### src/rtl/score_pkg.sv
// Shared types and helpers for the score tracker: FSM state encoding,
// BCD digit type and a packed-BCD magnitude compare.
package score_pkg;

  typedef enum logic [1:0] {
    IDLE   = 2'd0,
    ACCUM  = 2'd1,
    COMMIT = 2'd2,
    OVER   = 2'd3
  } score_state_t;

  typedef logic [3:0] bcd_digit_t;

  localparam bcd_digit_t BCD_MAX_DIGIT = 4'd9;
  localparam int BCD_CMP_W = 32;

  // Valid packed BCD orders the same way as its raw binary value.
  function automatic logic bcd_gt(input logic [BCD_CMP_W-1:0] a,
                                  input logic [BCD_CMP_W-1:0] b);
    return a > b;
  endfunction

endpackage

### src/rtl/bcd_incrementer.sv
// Combinational +1 on a packed-BCD word with ripple carry through every
// digit; overflow flags an all-9s input (sum then wraps to zero).
module bcd_incrementer
  import score_pkg::*;
#(
  parameter int DIGITS = 6
) (
  input  logic [4*DIGITS-1:0] value,
  output logic [4*DIGITS-1:0] sum,
  output logic                overflow
);

  logic       carry;
  bcd_digit_t digit;

  always_comb begin
    sum   = '0;
    carry = 1'b1;
    digit = '0;
    for (int i = 0; i < DIGITS; i++) begin
      digit = value[4*i +: 4];
      if (carry) begin
        if (digit == BCD_MAX_DIGIT) begin
          sum[4*i +: 4] = 4'd0;
        end else begin
          sum[4*i +: 4] = digit + 4'd1;
          carry         = 1'b0;
        end
      end else begin
        sum[4*i +: 4] = digit;
      end
    end
    overflow = carry;
  end

endmodule

### src/rtl/score_tracker.sv
// Per-frame scroll-to-score accumulator with high-score tracking and HEX
// display select. High-score logic is built only when SCORE_HIGH_EN is defined.
//
// state  | meaning
// IDLE   | waiting for a frame tick, a held frame, or game over
// ACCUM  | one BCD increment per cycle until count drains
// COMMIT | single cycle: compare score against high score
// OVER   | score frozen until game_over drops, then cleared
module score_tracker
  import score_pkg::*;
#(
  parameter int DIGITS      = 6,
  parameter int SCALE_SHIFT = 2
) (
  input  logic                Clk,
  input  logic                Reset,
  input  logic                frame_clk,
  input  logic                refresh_en,
  input  logic [7:0]          displacement,
  input  logic                game_over,
  input  logic                show_high,
  output logic [4*DIGITS-1:0] score_bcd,
  output logic [4*DIGITS-1:0] high_bcd,
  output logic [4*DIGITS-1:0] disp_bcd,
  output logic                busy,
  output logic                saturated,
  output logic                new_high
);

  localparam int W     = 4 * DIGITS;
  localparam int CNT_W = 9 - SCALE_SHIFT;

  score_state_t           state;
  logic [2:0]             fsync;
  logic                   frame_tick;
  logic [W-1:0]           score_inc;
  logic                   inc_ovf;
  logic [SCALE_SHIFT-1:0] frac;
  logic [CNT_W-1:0]       count;
  logic                   pending;
  logic                   hold_en;
  logic [7:0]             hold_disp;
  logic                   go_prev;
  logic                   go_rise;
  logic                   over_req;
  logic [7:0]             src_disp;
  logic [8:0]             total;
  logic [CNT_W-1:0]       new_count;

  // frame_clk is asynchronous: two sync flops plus one history flop
  always_ff @(posedge Clk) begin
    if (Reset) fsync <= '0;
    else       fsync <= {fsync[1:0], frame_clk};
  end

  assign frame_tick = fsync[1] & ~fsync[2];
  assign go_rise    = game_over & ~go_prev;
  assign src_disp   = pending ? hold_disp : displacement;
  assign total      = 9'(src_disp) + 9'(frac);
  assign new_count  = total[8:SCALE_SHIFT];

  bcd_incrementer #(.DIGITS(DIGITS)) u_inc (
    .value    (score_bcd),
    .sum      (score_inc),
    .overflow (inc_ovf)
  );

  always_ff @(posedge Clk) begin
    if (Reset) begin
      state     <= IDLE;
      score_bcd <= '0;
      frac      <= '0;
      count     <= '0;
      pending   <= 1'b0;
      hold_en   <= 1'b0;
      hold_disp <= '0;
      go_prev   <= 1'b0;
      over_req  <= 1'b0;
      busy      <= 1'b0;
      saturated <= 1'b0;
`ifdef SCORE_HIGH_EN
      high_bcd  <= '0;
      new_high  <= 1'b0;
`endif
    end else begin
      go_prev <= game_over;
`ifdef SCORE_HIGH_EN
      new_high <= 1'b0;
`endif
      if (go_rise) over_req <= 1'b1;

      case (state)
        IDLE: begin
          if (pending || (!(over_req || go_rise) && frame_tick && refresh_en)) begin
            // A held frame is drained before any pending game-over commit
            pending <= 1'b0;
            if (!pending || hold_en) begin
              frac  <= total[SCALE_SHIFT-1:0];
              count <= new_count;
              if (new_count != '0) begin
                state <= ACCUM;
                busy  <= 1'b1;
              end
            end
          end else if (over_req || go_rise) begin
            over_req <= 1'b0;
            state    <= COMMIT;
          end
        end

        ACCUM: begin
          if (frame_tick && !pending) begin
            pending   <= 1'b1;
            hold_en   <= refresh_en;
            hold_disp <= displacement;
          end
          if (inc_ovf) saturated <= 1'b1;
          else         score_bcd <= score_inc;
          count <= count - CNT_W'(1);
          if (count == CNT_W'(1)) begin
            state <= IDLE;
            busy  <= 1'b0;
          end
        end

        COMMIT: begin
`ifdef SCORE_HIGH_EN
          if (bcd_gt(BCD_CMP_W'(score_bcd), BCD_CMP_W'(high_bcd))) begin
            high_bcd <= score_bcd;
            new_high <= 1'b1;
          end
`endif
          state <= OVER;
        end

        OVER: begin
          if (!game_over) begin
            score_bcd <= '0;
            frac      <= '0;
            pending   <= 1'b0;
            saturated <= 1'b0;
            over_req  <= 1'b0;
            state     <= IDLE;
          end
        end

        default: state <= IDLE;
      endcase
    end
  end

`ifdef SCORE_HIGH_EN
  always_ff @(posedge Clk) begin
    if (Reset) disp_bcd <= '0;
    else       disp_bcd <= show_high ? high_bcd : score_bcd;
  end
`else
  logic unused_show_high;
  assign unused_show_high = show_high;
  assign high_bcd         = '0;
  assign new_high         = 1'b0;

  always_ff @(posedge Clk) begin
    if (Reset) disp_bcd <= '0;
    else       disp_bcd <= score_bcd;
  end
`endif

endmodule

### config.mk
export PLATFORM = sky130hd
export DESIGN_NAME = score_tracker
export DESIGN_NICKNAME = d
export VERILOG_FILES = /design/src/rtl/score_pkg.sv /design/src/rtl/bcd_incrementer.sv /design/src/rtl/score_tracker.sv
export SDC_FILE = /design/constraint.sdc
export NUM_CORES = 1
export LEC_CHECK = 0
export CAP_MARGIN = 20
export CORE_MARGIN = 1.5
export CORE_UTILIZATION = 54
export DETAILED_ROUTE_END_ITERATION = 16
export GPL_TIMING_DRIVEN = 0
export PLACE_DENSITY_LB_ADDON = 0.1
export SLEW_MARGIN = 0
export SYNTH_ARGS = -nofsm -noshare
export SYNTH_HDL_FRONTEND = slang
export SYNTH_SLANG_ARGS = --single-unit
### constraint.sdc
create_clock -name Clk -period 6.6 [get_ports Clk]
set_input_delay 1.32 -clock Clk [delete_from_list [all_inputs] [get_ports Clk]]
set_output_delay 1.32 -clock Clk [all_outputs]
set_load 0.05 [all_outputs]
==> impl_metrics.toml <==
[yosys]
synth_flop_cell = "dfxtp_1"
syn_avg_cell_area_um2 = 8.781
synth_async_sr_flop_share = 0
yosysUniqueCellTypes = 59
syn-instance-count = 441
synthTopCellsByCount = "76 x dfxtp_1, 42 x nor2_1, 34 x nand2_1, 28 x nor2b_1, 25 x buf_4"
yosysMostFrequentCell = "dfxtp_1"
ys_seq_area_frac = 0.3929
synth_top_area_frac = 0.3929
yosysTopAreaCell = "dfxtp_1"
ys_ff_latch = 76
ys_warn_count = 0
synth_enable_flop_cells = 0
yosys-top-cells-area = "dfxtp_1 39%, ha_1 6.5%, buf_4 4.8%"
syn_area_mm2 = 0.003872

[sta]
fin_crit_ps = 3805
slew_violations = 0
rsz0062_at_grt = "false"
hold_viol_final = 0
fin_skew_ps = 8.438
slew-limit-headroom = 0.2869
setup_tns_ps = 0
fmax_mhz = 262.8
worst_pin_slew_ps = 1067
setup_violations = 0
fin_crit_sh = 0.5765

[cells_and_area]
instances_no_fill = 639
drive_above_1_share = 0.09576
area_delta_synth_final_pct = 27.53
nets = 573
n_antenna_cell = 0
fillerInstances = 550

[routing]
wl_mm = 8.835
ant_nets = 0
routedWlPerCell_um = 13.83
drt-initial-drc-count = 143
drc = 0
num_vias = 3362
routed_via_density = 5.261
first_pass_iters = 4

[clock_tree]
cts_resized = 0
cts_htree_levels = 3
post_cts_buffers = 0
clock_sinks = 76
root_buffer = "clkbuf_8"
clock_latency_ps = 350
cts.path.max_buffers = 2
cts.hold.buffers_added = 0
cts_made_buffers = 9
cts_tree = "yes"
path_clk_slew_ps = 70

[outcome]
status = "complete, no violations"

[flow_run]
maxCapViolCount = 0

[place]
dp.cells = 623
place_hpwl_mm = 6.407
port-buffer-count = 62
finalWeightedCongestion = 0.9515

[global_routing]
overflow = 0
track_usage = 0.2396
grt_pass1_vias = 3142
grt_max_degree = 14
grt_pass1_wl_mm = 14.28
antenna_found_initial = 0

[die]
io_pins = 89
coreArea_mm2 = 0.006869
die_area_mm2 = 0.007689
initial_utilization = 0.5638
die_y_um = 87.69
num_rows = 30
die_x_um = 87.69

[critical_path]
r2r-start = "pending"
r2r_end = "state[0]"
reg2regPathDepth = 11
start_kind = "input pin"
cp_max_fo = 3
path_class = "input pin to flop"
cp_data_arrival_time_ps = 4040
reg2reg_setup_slack_ps = 3220
critPathRequiredTime_ps = 6840
end_kind = "flop"

[hold_path]
hold_depth = 2
holdCritPathClass = "flop to flop"
hold_path_end = "hold_disp[1]"
hold_path.startpoint = "hold_disp[1]"

[pwr]
ir_drop_mv = 0.1455
p_leak_nw = 1.946
power_density_mw_per_mm2 = 328.1
layout make-up:
class,instances,area [um^2],area share
multi-input cells,328,2110,0.4272
flip-flops and latches,76,1521,0.3081
repair buffers,62,620.6,0.1257
plain buffers,43,264.0,0.05346
clock buffers,11,151.4,0.03066
well taps,96,120.1,0.02432
clock inverters,5,83.83,0.01697
inverters,18,67.56,0.01368
worst max-delay path, cell delays in order:
cell,delay [ps]
clkdlybuf4s50_1,420
mux2_2,280
ha_1,210
fa_1,380
inv_1,120
nor2_1,60
or4_4,430
a211oi_2,280
a41oi_1,210
o221a_1,310
metrics by stage:
stage / utilization / total power, W / hold slack, ps / cell area (um^2) / setup slack, ps
global placement: 0.6847 / 0.001189 / 417.3 / 4703 / 2489
detailed placement: 0.6847 / 0.001208 / 446.8 / 4703 / 2461
floorplan: - / 0.001046 / 413.8 / 3963 / 3095
finish: 0.7189 / 0.001621 / 454.3 / 4938 / 2795
global route: 0.7189 / 0.001711 / 480.3 / 4938 / 2730
CTS: 0.7189 / 0.001621 / 457.4 / 4938 / 2809
flip-flops by register name, summed over array words and instances, names as in the netlist:
register   count
fsync          3
over_req       1
hold_en        1
pending        1
state          2
frac           2
busy           1
disp_bcd      24
go_prev        1
count          7
hold_disp      8
score_bcd     24
saturated      1
cells in the final DEF (no fill, tap or decap), types with 2 or more instances in the layout:
master and instances:
ha_1 20, conb_1 25, nor4b_1 5, nand3b_1 7
nor3b_1 6, a41oi_1 2, o31ai_1 2, xnor2_1 3
xor2_1 2, nor2_1 42, and2_1 2, buf_4 25
or3_1 2, a211oi_1 9, mux2_2 3, bufinv_16 2
a32o_1 5, nand2_1 34, a21oi_1 24, and3_1 7
nand2b_1 2, nand3_1 3, inv_1 18, clkdlybuf4s50_1 62
a21o_1 3, dfxtp_1 76, nor2b_1 28, or4_1 4
clkinvlp_4 2, a221oi_1 2, clkbuf_1 16, nor3_1 14
clkbuf_8 11, o21ai_0 23, mux2i_1 17, a22oi_1 3
a22o_1 5
report_power, final:
group          switching [W]  internal (W)  total (W)  leakage, nW
Clock               0.000177      0.000234   0.000412        0.112
Combinational       0.000412      0.000232   0.000644         1.22
Sequential         0.0000536      0.000511   0.000564        0.615
metal layers:
layer  GRT usage  vias up  part of all wire  wire length, um
met1      0.2762     1555              0.43             3830
met2      0.4245       91              0.50             4451
met3     0.05372       20             0.042              370
met5           0        -                 0                0
met4      0.1053        0             0.021              182
li1            -     1696                 -                -
worst max-delay path by stage:
stage,slack [ps],end,startpoint,cells after the start
2_1_floorplan,3100,busy,displacement[0],9
3_3_place_gp,2490,busy,displacement[0],10
3_5_place_dp,2460,busy,displacement[0],10
4_1_cts,2810,busy,displacement[0],10
5_1_grt,2730,busy,displacement[0],10
6_report,2800,state[0],displacement[0],10
cells by family after synthesis:
kind of cell,synth area share
xor gates and xnor gates,0.01131
other,0.0009684
adders and majority gates,0.06979
muxes,0.05557
and+or+nand+nor,0.2304
AOI/OAI and AO/OA,0.1535
DFF,0.3929
buffers and inverters,0.08562
Power figures use the tool's default switching activity.
